<file path="src/rtl/traffic_pkg.sv">
// Shared types and helpers for the four-way traffic light controller.
// Latency: n/a (declarations only).
// Backpressure: n/a.
package traffic_pkg;

  // Direction codes, also the bit index into per-direction vectors.
  localparam logic [1:0] DIR_N = 2'd0;
  localparam logic [1:0] DIR_E = 2'd1;
  localparam logic [1:0] DIR_S = 2'd2;
  localparam logic [1:0] DIR_W = 2'd3;

  typedef enum logic [1:0] {
    PH_ALL_RED = 2'd0,
    PH_GREEN   = 2'd1,
    PH_YELLOW  = 2'd2
  } phase_e;

  // Bits needed to hold values 0..max_val, never less than one bit.
  function automatic int cnt_width(input int max_val);
    return (max_val < 1) ? 1 : $clog2(max_val + 1);
  endfunction

endpackage

</file>
<file path="src/rtl/tick_prescaler.sv">
// Divides the system clock into a one-cycle tick every TICK_DIV enabled cycles.
// Latency: tick is high during the cycle the count sits at TICK_DIV-1.
// Backpressure: enable low freezes the count and suppresses tick.
module tick_prescaler
  import traffic_pkg::*;
#(
  parameter int TICK_DIV = 25_000_000
) (
  input  logic clk,
  input  logic rst_n,
  input  logic enable,
  output logic tick
);

  localparam int            CW   = cnt_width(TICK_DIV - 1);
  localparam logic [CW-1:0] LAST = CW'(TICK_DIV - 1);

  logic [CW-1:0] cnt_q;
  logic [CW-1:0] cnt_d;

  assign tick = enable && (cnt_q == LAST);

  // Count 0..TICK_DIV-1 while enabled, wrapping on the tick cycle.
  always_comb begin
    cnt_d = cnt_q;
    if (enable) begin
      if (cnt_q == LAST) begin
        cnt_d = '0;
      end else begin
        cnt_d = cnt_q + CW'(1);
      end
    end
  end

  // Count register.
  always_ff @(posedge clk or negedge rst_n) begin
    if (!rst_n) begin
      cnt_q <= '0;
    end else begin
      cnt_q <= cnt_d;
    end
  end

endmodule

</file>
<file path="src/rtl/traffic_light_controller.sv">
// Round-robin four-way intersection sequencer: ALL_RED -> GREEN -> YELLOW per direction.
// Latency: lamps/phase/active_dir registered, updated on the same edge as the state change.
// Backpressure: enable low holds prescaler, timer and FSM. Option: TRAFFIC_SENSOR_SKIP_EN.
module traffic_light_controller
  import traffic_pkg::*;
#(
  parameter int TICK_DIV      = 25_000_000,
  parameter int GREEN_TICKS   = 5,
  parameter int YELLOW_TICKS  = 2,
  parameter int ALL_RED_TICKS = 1
) (
  input  logic       clk,
  input  logic       rst_n,
  input  logic       enable,
  input  logic [3:0] req,
  output logic       N_red,
  output logic       N_yellow,
  output logic       N_green,
  output logic       E_red,
  output logic       E_yellow,
  output logic       E_green,
  output logic       S_red,
  output logic       S_yellow,
  output logic       S_green,
  output logic       W_red,
  output logic       W_yellow,
  output logic       W_green,
  output logic [1:0] active_dir,
  output logic [1:0] phase
);

  localparam int GY_MAX    = (GREEN_TICKS > YELLOW_TICKS) ? GREEN_TICKS : YELLOW_TICKS;
  localparam int TICKS_MAX = (GY_MAX > ALL_RED_TICKS) ? GY_MAX : ALL_RED_TICKS;
  localparam int TW        = cnt_width(TICKS_MAX - 1);

  localparam logic [TW-1:0] T_GREEN   = TW'(GREEN_TICKS - 1);
  localparam logic [TW-1:0] T_YELLOW  = TW'(YELLOW_TICKS - 1);
  localparam logic [TW-1:0] T_ALL_RED = TW'(ALL_RED_TICKS - 1);

  logic          tick;
  phase_e        phase_q, phase_d;
  logic [1:0]    dir_q, dir_d;
  logic [TW-1:0] timer_q, timer_d;
  logic [3:0]    red_q, red_d;
  logic [3:0]    yel_q, yel_d;
  logic [3:0]    grn_q, grn_d;
  logic [1:0]    next_dir;
  logic          next_ok;

  tick_prescaler #(
    .TICK_DIV (TICK_DIV)
  ) u_prescaler (
    .clk    (clk),
    .rst_n  (rst_n),
    .enable (enable),
    .tick   (tick)
  );

`ifdef TRAFFIC_SENSOR_SKIP_EN
  logic [3:0] pend_q, pend_d;

  // Request latch: a new request wins over the clear on green entry.
  always_comb begin
    pend_d = pend_q;
    if (phase_d == PH_GREEN && phase_q != PH_GREEN) begin
      pend_d[dir_d] = 1'b0;
    end
    pend_d = pend_d | req;
  end

  // Request latch register; runs even while enable is low.
  always_ff @(posedge clk or negedge rst_n) begin
    if (!rst_n) begin
      pend_q <= '0;
    end else begin
      pend_q <= pend_d;
    end
  end

  // Pick the first pending direction after the current one; own direction is checked last.
  always_comb begin
    next_dir = dir_q;
    next_ok  = 1'b0;
    for (int i = 4; i >= 1; i--) begin
      if (pend_q[dir_q + 2'(i)]) begin
        next_dir = dir_q + 2'(i);
        next_ok  = 1'b1;
      end
    end
  end
`else
  logic unused_req;
  assign unused_req = ^req;

  // Fixed N -> E -> S -> W rotation.
  always_comb begin
    next_dir = dir_q + 2'd1;
    next_ok  = 1'b1;
  end
`endif

  // Next-state: phase timer counts ticks down; phase advances on the tick where it reaches zero.
  always_comb begin
    phase_d = phase_q;
    dir_d   = dir_q;
    timer_d = timer_q;
    if (tick) begin
      if (timer_q == '0) begin
        case (phase_q)
          PH_ALL_RED: begin
            if (next_ok) begin
              phase_d = PH_GREEN;
              dir_d   = next_dir;
              timer_d = T_GREEN;
            end else begin
              timer_d = T_ALL_RED;
            end
          end
          PH_GREEN: begin
            phase_d = PH_YELLOW;
            timer_d = T_YELLOW;
          end
          PH_YELLOW: begin
            phase_d = PH_ALL_RED;
            timer_d = T_ALL_RED;
          end
          default: begin
            phase_d = PH_ALL_RED;
            timer_d = T_ALL_RED;
          end
        endcase
      end else begin
        timer_d = timer_q - TW'(1);
      end
    end
  end

  // Lamp decode from the next state so lamps register on the same edge as the phase.
  always_comb begin
    red_d = 4'hF;
    yel_d = 4'h0;
    grn_d = 4'h0;
    case (phase_d)
      PH_GREEN: begin
        red_d[dir_d] = 1'b0;
        grn_d[dir_d] = 1'b1;
      end
      PH_YELLOW: begin
        red_d[dir_d] = 1'b0;
        yel_d[dir_d] = 1'b1;
      end
      default: begin
        red_d = 4'hF;
      end
    endcase
  end

  // State, timer and lamp registers; reset makes W the last served so N goes first.
  always_ff @(posedge clk or negedge rst_n) begin
    if (!rst_n) begin
      phase_q <= PH_ALL_RED;
      dir_q   <= DIR_W;
      timer_q <= T_ALL_RED;
      red_q   <= 4'hF;
      yel_q   <= 4'h0;
      grn_q   <= 4'h0;
    end else begin
      phase_q <= phase_d;
      dir_q   <= dir_d;
      timer_q <= timer_d;
      red_q   <= red_d;
      yel_q   <= yel_d;
      grn_q   <= grn_d;
    end
  end

  assign N_red    = red_q[DIR_N];
  assign N_yellow = yel_q[DIR_N];
  assign N_green  = grn_q[DIR_N];
  assign E_red    = red_q[DIR_E];
  assign E_yellow = yel_q[DIR_E];
  assign E_green  = grn_q[DIR_E];
  assign S_red    = red_q[DIR_S];
  assign S_yellow = yel_q[DIR_S];
  assign S_green  = grn_q[DIR_S];
  assign W_red    = red_q[DIR_W];
  assign W_yellow = yel_q[DIR_W];
  assign W_green  = grn_q[DIR_W];

  assign active_dir = dir_q;
  assign phase      = phase_q;

endmodule

</file>
<file path="config.mk">
export PLATFORM = sky130hd
export DESIGN_NAME = traffic_light_controller
export DESIGN_NICKNAME = d
export VERILOG_FILES = /design/src/rtl/traffic_pkg.sv /design/src/rtl/tick_prescaler.sv /design/src/rtl/traffic_light_controller.sv
export SDC_FILE = /design/constraint.sdc
export NUM_CORES = 1
export LEC_CHECK = 0
export ABC_AREA = 1
export CORE_ASPECT_RATIO = 0.8
export CORE_MARGIN = 8
export CORE_UTILIZATION = 45
export CTS_CLUSTER_DIAMETER = 100
export DETAILED_ROUTE_END_ITERATION = 10
export DONT_BUFFER_PORTS = 1
export MAX_ROUTING_LAYER = met4
export PLACE_DENSITY_LB_ADDON = 0.2
export RECOVER_POWER = 50
export SETUP_SLACK_MARGIN = 0.4
export SYNTH_ARGS = -nofsm -noshare
export SYNTH_HDL_FRONTEND = slang
export SYNTH_SLANG_ARGS = --single-unit
</file>
<file path="constraint.sdc">
create_clock -name clk -period 2 [get_ports clk]
set_input_delay 0.2 -clock clk [delete_from_list [all_inputs] [get_ports clk]]
set_output_delay 0.2 -clock clk [all_outputs]
set_load 0.02 [all_outputs]
</file>
---- Word-level counts from Yosys, hierarchy flattened ----
Index checks and enable logic that the tools add are counted.
storage, ports and cells
  latch bits .............................. 0
  flip-flop bits (word level) ............. 44
  memory bits (writable) .................. 0
  ROM bits ................................ 0
  memories ................................ 0
  output and inout bits ................... 16
operators by class
  bitwise gates (word level) .............. 1
  equal/unequal tests ..................... 4
  magnitude comparators ................... 2
  shifts and indexed selects .............. 0
  divide/modulo/power cells ............... 0
  reductions and logical operators ........ 5
  add/subtract/negate cells ............... 3
  mux-type cells .......................... 14
  multipliers ............................. 0
operator list
  kind                     number
  $add A25 B1 Y25 const B  1
  $eq A25 B25 Y1 const B   1
  $mux W25                 1
  $mux W4                  3
  $mux W2                  5
  $pmux W3 S2              1
  $eq A2 B1 Y1 const B     2
  $not A4 Y4               1
  $pmux W2 S2              1
  $logic_not A3 Y1         1
  $lt A2 B3 Y1 const B     1
  $mux W3                  1
  $sub A3 B1 Y3 const B    1
  $add A2 B1 Y2 const B    1
  $demux W1 S2             1
  $eq A2 B2 Y1 const B     1
  $ge A2 B1 Y1 const B     1
  $logic_and A1 B1 Y1      2
  $logic_not A2 Y1         1
  $reduce_or A2 Y1         1
  $mux W1                  1

---- Depth between registers and ports, before layout ----
Gate-level depths: netlist of the first run.
  depth in word-level cells ............... 10
  gate-level depth with buffers ........... 12

---- Hierarchy ----
A second synthesis of the first run with hierarchy kept.
unflattened totals
  cells, all modules ...................... 338
  area total of the unflattened synthesis .. 2,590.0 µm²
by module, submodules not included
  module                    instances  sequential area each (µm²)  cells an instance  area an instance (µm²)
  tick_prescaler            1          625.6                       264                1,794.2
  traffic_light_controller  1          483.0                       74                 795.8

---- Least setup slack after synthesis of the first run ----
OpenSTA, ideal clock, no wires.
  path kind ............................... flip-flop to flip-flop
  from .................................... register u_prescaler.cnt_q[0]
  to ...................................... register red_q[0]
  arrival ................................. 1.698 ns
  required time ........................... 1.916 ns
  setup time .............................. 0.084 ns
  stages on the path, launching flop included .. 13
  buffers on the path ..................... 0
  slack ................................... 0.219 ns
  path through ............................ dfrtp_1 -> ha_1 -> nand2_1 -> nor2_4 -> nand2_4 -> nor2_8 -> nand3_4 -> o21ai_2 -> nand2_1 -> inv_1 -> ha_1 -> inv_1 -> nand3_1
RTL lines
  element                                              RTL line                         text
  start, declared                                      tick_prescaler.sv:18             logic [CW-1:0] cnt_q;
  start signal, assigned                               tick_prescaler.sv:40             cnt_q <= cnt_d;
  $eq A25 B25 Y1 *                                     tick_prescaler.sv:21             assign tick = enable && (cnt_q == LAST);
  $logic_and A1 B1 Y1 *                                tick_prescaler.sv:21
  $mux W2 *                                            traffic_light_controller.sv:107  if (tick) begin
  net phase_d[0]                                       traffic_light_controller.sv:41   phase_e phase_q, phase_d;
  $eq A2 B2 Y1 / $eq A2 B1 Y1 (equally long branches)  traffic_light_controller.sv:143  case (phase_d)
  $reduce_or A2 Y1 (no line) *                         -
  $mux W4 *                                            -
  net red_d[0]                                         traffic_light_controller.sv:44   logic [3:0] red_q, red_d;
  end signal, assigned                                 traffic_light_controller.sv:171  red_q <= red_d;
  end, declared                                        traffic_light_controller.sv:44
The timed path passes the listed nets; every way through them passes the cells marked *.
A chain may end at the register's enable or synchronous reset.

---- Worst setup path after layout of the first run ----
  from .................................... register u_prescaler.cnt_q[1]
  to ...................................... register red_q[3]
The elaborated chain is that of the path after synthesis.

==> results of run 1 <==
## layout make-up
class | instances | area, µm² | share of cell area, %
clock inverters | 2 | 35.0 | 1.14
clock buffers | 6 | 72.6 | 2.35
flip-flops and latches | 44 | 1110 | 36.0
repair buffers | 23 | 211 | 6.86
multi-input cells | 214 | 1370 | 44.4
well taps | 65 | 81.3 | 2.64
inverters | 52 | 206 | 6.70
## state kept, by name, indices dropped and copies added (netlist names)
| signal | cells |
|---|---|
| red_q | 4 |
| grn_q | 4 |
| phase | 2 |
| yel_q | 4 |
| u_prescaler.cnt_q | 25 |
| timer_q | 3 |
| active_dir | 2 |
## logic make-up (layout without fill, tap and decap cells)
group | after synthesis | in the layout | synth area share, %
xor gates and xnor gates | 4 | 4 | 1.40
AOI/OAI and AO/OA | 19 | 19 | 4.44
and+or+nand+nor | 188 | 188 | 39.6
buffers and inverters | 55 | 83 | 8.88
DFF | 44 | 44 | 44.2
adders and majority gates | 3 | 3 | 1.50
## path summary, 6_finish.rpt
kind                                      startpoint                     to  slack [ns]  depth (start not counted)
worst min register to register  u_prescaler.cnt_q[4]   u_prescaler.cnt_q[4]        0.53                          1
min in group asynchronous                      rst_n   u_prescaler.cnt_q[9]        0.62                          2
worst min-delay path                          enable   u_prescaler.cnt_q[1]        0.03                          2
worst max register to register  u_prescaler.cnt_q[1]               red_q[3]        0.20                         12
max in group asynchronous                      rst_n  u_prescaler.cnt_q[19]        0.70                          2
worst max-delay path            u_prescaler.cnt_q[1]               red_q[3]        0.20                         12
## cell usage after synthesis, drive strengths merged
cell,instances
dfrtp,38
o21ai,12
o221ai,1
nand2,80
o21a,1
ha,3
a21oi,5
nand4,9
xor2,4
clkbuf,1
inv,51
dfstp,6
clkinv,1
nor3,6
buf,2
nor2,60
nand3,31
and3,1
nand3b,1
## power by group through the flow
stage	combinational (mW)	sequential, mW	clock [mW]
after floorplan	0.268	1.07	0
after global placement	0.325	1.09	0
after detailed placement	0.331	1.09	0
after CTS	0.395	1.07	0.691
after global routing	0.563	1.10	0.724
final	0.501	1.08	0.675
## layer usage
layer  part of all wire, %  vias up  global-route usage [%]
met5                     0        -                       -
met1                    49      964                    18.8
met3                   3.7        7                    3.18
li1                      -     1034                       -
met4                   1.2        0                    4.97
met2                    46       23                    22.5
## placed cells by master, fill, tap and decap left out, types with 2 or more instances in the layout
cell type / Yosys / routed
nand2_1: 69 / 60
inv_1: 47 / 42
dfrtp_1: 38 / 38
nor2_1: 47 / 37
nor2_4: 10 / 17
nand2_2: 8 / 15
nand3_1: 22 / 15
buf_4: 0 / 15
nand3_2: 6 / 12
nand4_1: 9 / 9
inv_2: 4 / 6
dfstp_2: 6 / 6
nand2_4: 3 / 5
nor2_2: 2 / 5
nor3_1: 5 / 5
clkbuf_8: 0 / 5
nand3_4: 3 / 4
o21ai_2: 1 / 4
xor2_1: 4 / 4
o21ai_0: 8 / 3
o21ai_1: 3 / 3
a21oi_1: 5 / 3
buf_6: 2 / 3
clkinv_2: 1 / 2
o21ai_4: 0 / 2
inv_4: 0 / 2
a21oi_2: 0 / 2
dlygate4sd3_1: 0 / 2
buf_12: 0 / 2
## timing repair
item | CTS | global route
setup buffers | 8 | 9
hold buffers | 3 | 0
gates resized for setup | 12 | 50
pin swaps | 11 | 18
endpoints found under the setup margin | 18 | 34
endpoints found under the hold margin | 45 | 0
## stage by stage
step	util, %	worst slack, ns	instance area [µm²]
floorplan	-	0.243	2510
global placement	47.9	0.0935	2590
detailed placement	47.9	0.0419	2590
CTS	52.9	0.232	2860
global route	57.0	0.0862	3080
finish	57.0	0.199	3080
==> impl_metrics.env, run 1 <==
export IMPL_fill_cells=491
export IMPL_p_int_mw=1.57
export IMPL_max_stage_delay_ns=0.37
export IMPL_wirelength_um=5550
export IMPL_setup_violations=0
export IMPL_placeableCoreArea_um2=5410
export IMPL_rows=24
export IMPL_p_seq_share_pct=47.9
export IMPL_leakagePower_nw=1.53
export IMPL_cts_root_buf="clkbuf_8"
export IMPL_tightestPinTransition_ns=1.08
export IMPL_dp_cells=378
export IMPL_antenna_found_initial=0
export IMPL_ys_warn_count=0
export IMPL_fin_cells=406
export IMPL_maxCapViolCount=0
export IMPL_crit_buf_inv=2
export IMPL_drive_above_1_share_pct=33.7
export IMPL_switching_power_uw=691
export IMPL_cp_end_kind="flop"
export IMPL_grt_overflow_total=0
export IMPL_yosysTopAreaCellShare_pct=37.9
export IMPL_cts_buffer_depth=2
export IMPL_powerDensity_nw_per_um2=733
export IMPL_relSlewSlack_pct=28.0
export IMPL_synth_distinct_cells=30
export IMPL_yosysTopAreaCell="dfrtp_1"
export IMPL_syn_area_per_cell_um2=8.01
export IMPL_slew_viol_final=0
export IMPL_finClkSkew_ns=0.0107
export IMPL_first_pass_iters=4
export IMPL_drcViolationCount=0
export IMPL_cts_num_sinks=44
export IMPL_worstPathRequired_ns=2.23
export IMPL_syn_nets=323
export IMPL_cts_htree_levels=2
export IMPL_hp_class="primary input to flop"
export IMPL_cp_slowest_cell="dfrtp_1"
export IMPL_cts_tree="yes"
export IMPL_p_clk_share_pct=29.9
export IMPL_nNetsFinal=350
export IMPL_rsz0062_at_grt="true"
export IMPL_dieArea_um2=8230
export IMPL_power_total_mw=2.26
export IMPL_switching_share_pct=30.6
export IMPL_yosys_register_bits=44
export IMPL_whs_ns=0.0328
export IMPL_ys_top_cells_by_area="dfrtp_1, nand2_1, inv_1"
export IMPL_worst_path_dominant_cell_family="simple AND/OR/NAND/NOR gates"
export IMPL_ioPinCount=23
export IMPL_fmax_mhz=555
export IMPL_cp_start_kind="flop"
export IMPL_ant_nets=0
export IMPL_drtIter0Drc=83
export IMPL_area_growth_pct=23.0
export IMPL_crit_path_cell_trace="ha_2 -> nand2_2 -> nor2_4 -> nand2_4 -> nor2_8 -> nand3_4 -> o21ai_4 -> nand2_4 -> inv_4 -> ha_4 -> inv_4 -> nand3_1"
export IMPL_dp_hpwl_um=3860
export IMPL_ir_worst_vdd_v=0.000322
export IMPL_vias=2028
export IMPL_portBuffers=0
export IMPL_period_share_pct=90.1
export IMPL_die_h_um=82.8
export IMPL_yosysSeqAreaShare_pct=44.2
export IMPL_clk_pin_slew_ns=0.09
export IMPL_track_usage_pct=14.6
export IMPL_p_comb_share_pct=22.2
export IMPL_outcome="complete, no violations"
export IMPL_via_per_inst=5.00
export IMPL_postSynthCellCount=313
export IMPL_hold_viol=0
export IMPL_start_util_pct=46.4
export IMPL_crit_type="flop to flop"
export IMPL_grt_max_degree=45
export IMPL_cts_buffers=5
export IMPL_setup_tns_ns=0
export IMPL_place_congestion=0.846
export IMPL_min_period_ns=1.80
export IMPL_grt_pass1_wl_um=9180
export IMPL_syn_area_um2=2510
export IMPL_die_w_um=99.5
export IMPL_antennaDiodeCount=0
export IMPL_grt_pass1_vias=1936
export IMPL_wl_per_cell_um=13.7
export IMPL_insertion_delay_ns=0.30
export IMPL_worstPathArrival_ns=2.03
export IMPL_path_max_fanout=4
Note: power is estimated with default switching activity, not from simulation.
==> inputs of run 2 (changes only) <==
ABC_CLOCK_PERIOD_IN_PS = 2000   (was not set)
BUFFER_PORTS_ARGS = -buffer_cell sky130_fd_sc_hd__buf_2   (was not set)
DONT_BUFFER_PORTS = not set   (was 1)
==> run 2 against run 1 <==
  * Routed wire length fell by 1.2%
  * Hold slack better by 0.20 ns
  * Largest power group unchanged
  * Critical path depth increased by 1
  * Power down 8.2%
  * Clock power fell by 15%
  * Die area unchanged
  * Sequential share of layout area grew 0.25 points
==> impl_metrics.env, run 2 (synthesis gave the netlist of run 1 again) <==
export IMPL_slew_viol_final=0
export IMPL_grt_max_degree=25
export IMPL_cts_tree="yes"
export IMPL_start_util_pct=46.4
export IMPL_switching_share_pct=30.9
export IMPL_m1WireLength_um=2820
export IMPL_nNetsFinal=364
export IMPL_worstPathArrival_ns=1.97
export IMPL_power_total_mw=2.07
export IMPL_cp_start_kind="flop"
export IMPL_relSlewSlack_pct=8.65
export IMPL_drcViolationCount=0
export IMPL_largest_reg_flops=25
export IMPL_wirelength_um=5490
export IMPL_regMostFlops="u_prescaler.cnt_q"
export IMPL_via_per_inst=4.86
export IMPL_die_w_um=99.5
export IMPL_ir_worst_vdd_v=0.000288
export IMPL_portBuffers=18
export IMPL_path_max_fanout=3
export IMPL_worstPathRequired_ns=2.19
export IMPL_cts_buffer_depth=2
export IMPL_p_comb_share_pct=20.2
export IMPL_cts_root_buf="clkbuf_8"
export IMPL_final_cell_mix="nand2_1, inv_1, nor2_1, dfrtp_1, nand3_1"
export IMPL_leakagePower_nw=1.55
export IMPL_min_period_ns=1.78
export IMPL_antenna_found_initial=0
export IMPL_drive_above_1_share_pct=30.4
export IMPL_wl_met2_um=2470
export IMPL_outcome="complete, no violations"
export IMPL_area_growth_pct=22.1
export IMPL_hp_class="primary input to flop"
export IMPL_maxUsedRoutingLayer="met4"
export IMPL_powerDensity_nw_per_um2=677
export IMPL_setup_violations=0
export IMPL_cp_end_kind="flop"
export IMPL_switching_power_uw=640
export IMPL_wl_met3_um=147
export IMPL_cts_num_sinks=44
export IMPL_cts_htree_levels=2
export IMPL_die_h_um=82.8
export IMPL_rows=24
export IMPL_first_pass_iters=4
export IMPL_clk_pin_slew_ns=0.08
export IMPL_p_clk_share_pct=27.8
export IMPL_setup_tns_ns=0
export IMPL_grt_pass1_vias=2019
export IMPL_crit_type="flop to flop"
export IMPL_finClkSkew_ns=0.00485
export IMPL_antennaDiodeCount=0
export IMPL_ant_nets=0
export IMPL_drtIter0Drc=89
export IMPL_ioPinCount=23
export IMPL_p_int_mw=1.43
export IMPL_fmax_mhz=561
export IMPL_grt_pass1_wl_um=9720
export IMPL_placeableCoreArea_um2=5410
export IMPL_vias=2042
export IMPL_wl_per_cell_um=13.1
export IMPL_period_share_pct=89.1
export IMPL_place_congestion=0.880
export IMPL_maxCapViolCount=0
export IMPL_hold_viol=0
export IMPL_final_common_cell="nand2_1"
export IMPL_track_usage_pct=15.3
export IMPL_tightestPinTransition_ns=1.37
export IMPL_insertion_delay_ns=0.30
export IMPL_p_seq_share_pct=51.9
export IMPL_grt_overflow_total=0
export IMPL_dp_hpwl_um=3960
export IMPL_cts_buffers=5
export IMPL_dieArea_um2=8230
export IMPL_rsz0062_at_grt="true"
==> run 2: cell type report <==
type / count / area [µm²]
Sequential cell: 44 / 1110
Inverter: 52 / 203
Timing Repair Buffer: 37 / 263
Fill cell: 508 / 2340
Multi-Input combinational cell: 214 / 1320
Tap cell: 65 / 81.3
Clock buffer: 8 / 90.1
==> run 2: path summary, 6_finish.rpt <==
path,cells past startpoint,startpoint,slack (ns),endpoint
max in group asynchronous,2,rst_n,0.45,yel_q[0]
setup reg to reg,13,u_prescaler.cnt_q[1],0.22,yel_q[0]
setup / recovery,13,u_prescaler.cnt_q[1],0.22,yel_q[0]
hold / removal,4,enable,0.23,u_prescaler.cnt_q[1]
min in group asynchronous,2,rst_n,0.74,u_prescaler.cnt_q[19]
hold reg to reg,1,u_prescaler.cnt_q[4],0.52,u_prescaler.cnt_q[4]
==> run 2: repair_timing <==
| action | 4_1_cts | 5_1_grt |
|---|---|---|
| pin swaps | 17 | 9 |
| setup endpoints to repair | 18 | 34 |
| resized for setup | 17 | 29 |
| hold buffers | 1 | 0 |
| hold endpoints to repair | 17 | 0 |
| buffers inserted | 10 | 4 |
==> run 2: power by group through the flow <==
stage,Combinational (mW),Sequential [mW],Clock (mW)
5_1_grt,0.475,1.09,0.623
2_1_floorplan,0.268,1.07,0
6_report,0.420,1.08,0.577
4_1_cts,0.408,1.07,0.593
3_3_place_gp,0.355,1.09,0
3_5_place_dp,0.360,1.09,0
==> run 2: metrics by stage <==
stage	util, %	instances	hold slack [ns]	instance area, µm²	setup slack (ns)
3_3_place_gp	50.0	397	0.213	2700	0.0993
2_1_floorplan	-	313	-0.0956	2510	0.243
3_5_place_dp	50.0	397	0.230	2700	0.0472
5_1_grt	56.6	420	0.256	3060	0.0400
4_1_cts	54.3	416	0.222	2940	0.224
6_report	56.6	420	0.228	3060	0.219
==> run 2: critical path, stage by stage, from the launching register on <==
cell	delay [ns]
dfrtp_1	0.36
ha_1	0.20
nand2_2	0.08
nor2_4	0.14
buf_6	0.12
buf_6	0.08
buf_6	0.09
inv_1	0.06
nor2_4	0.14
nand3_4	0.13
nand2_2	0.11
nand2_4	0.07
nand2_2	0.07
nor2_1	0.04
==> run 2: layer usage <==
metal  global-route usage, %  vias to the layer above
li1                        -                     1056
met1                    20.9                      963
met2                    22.5                       18
met3                    3.18                        5
met4                    4.22                        0
met5                       -                        -
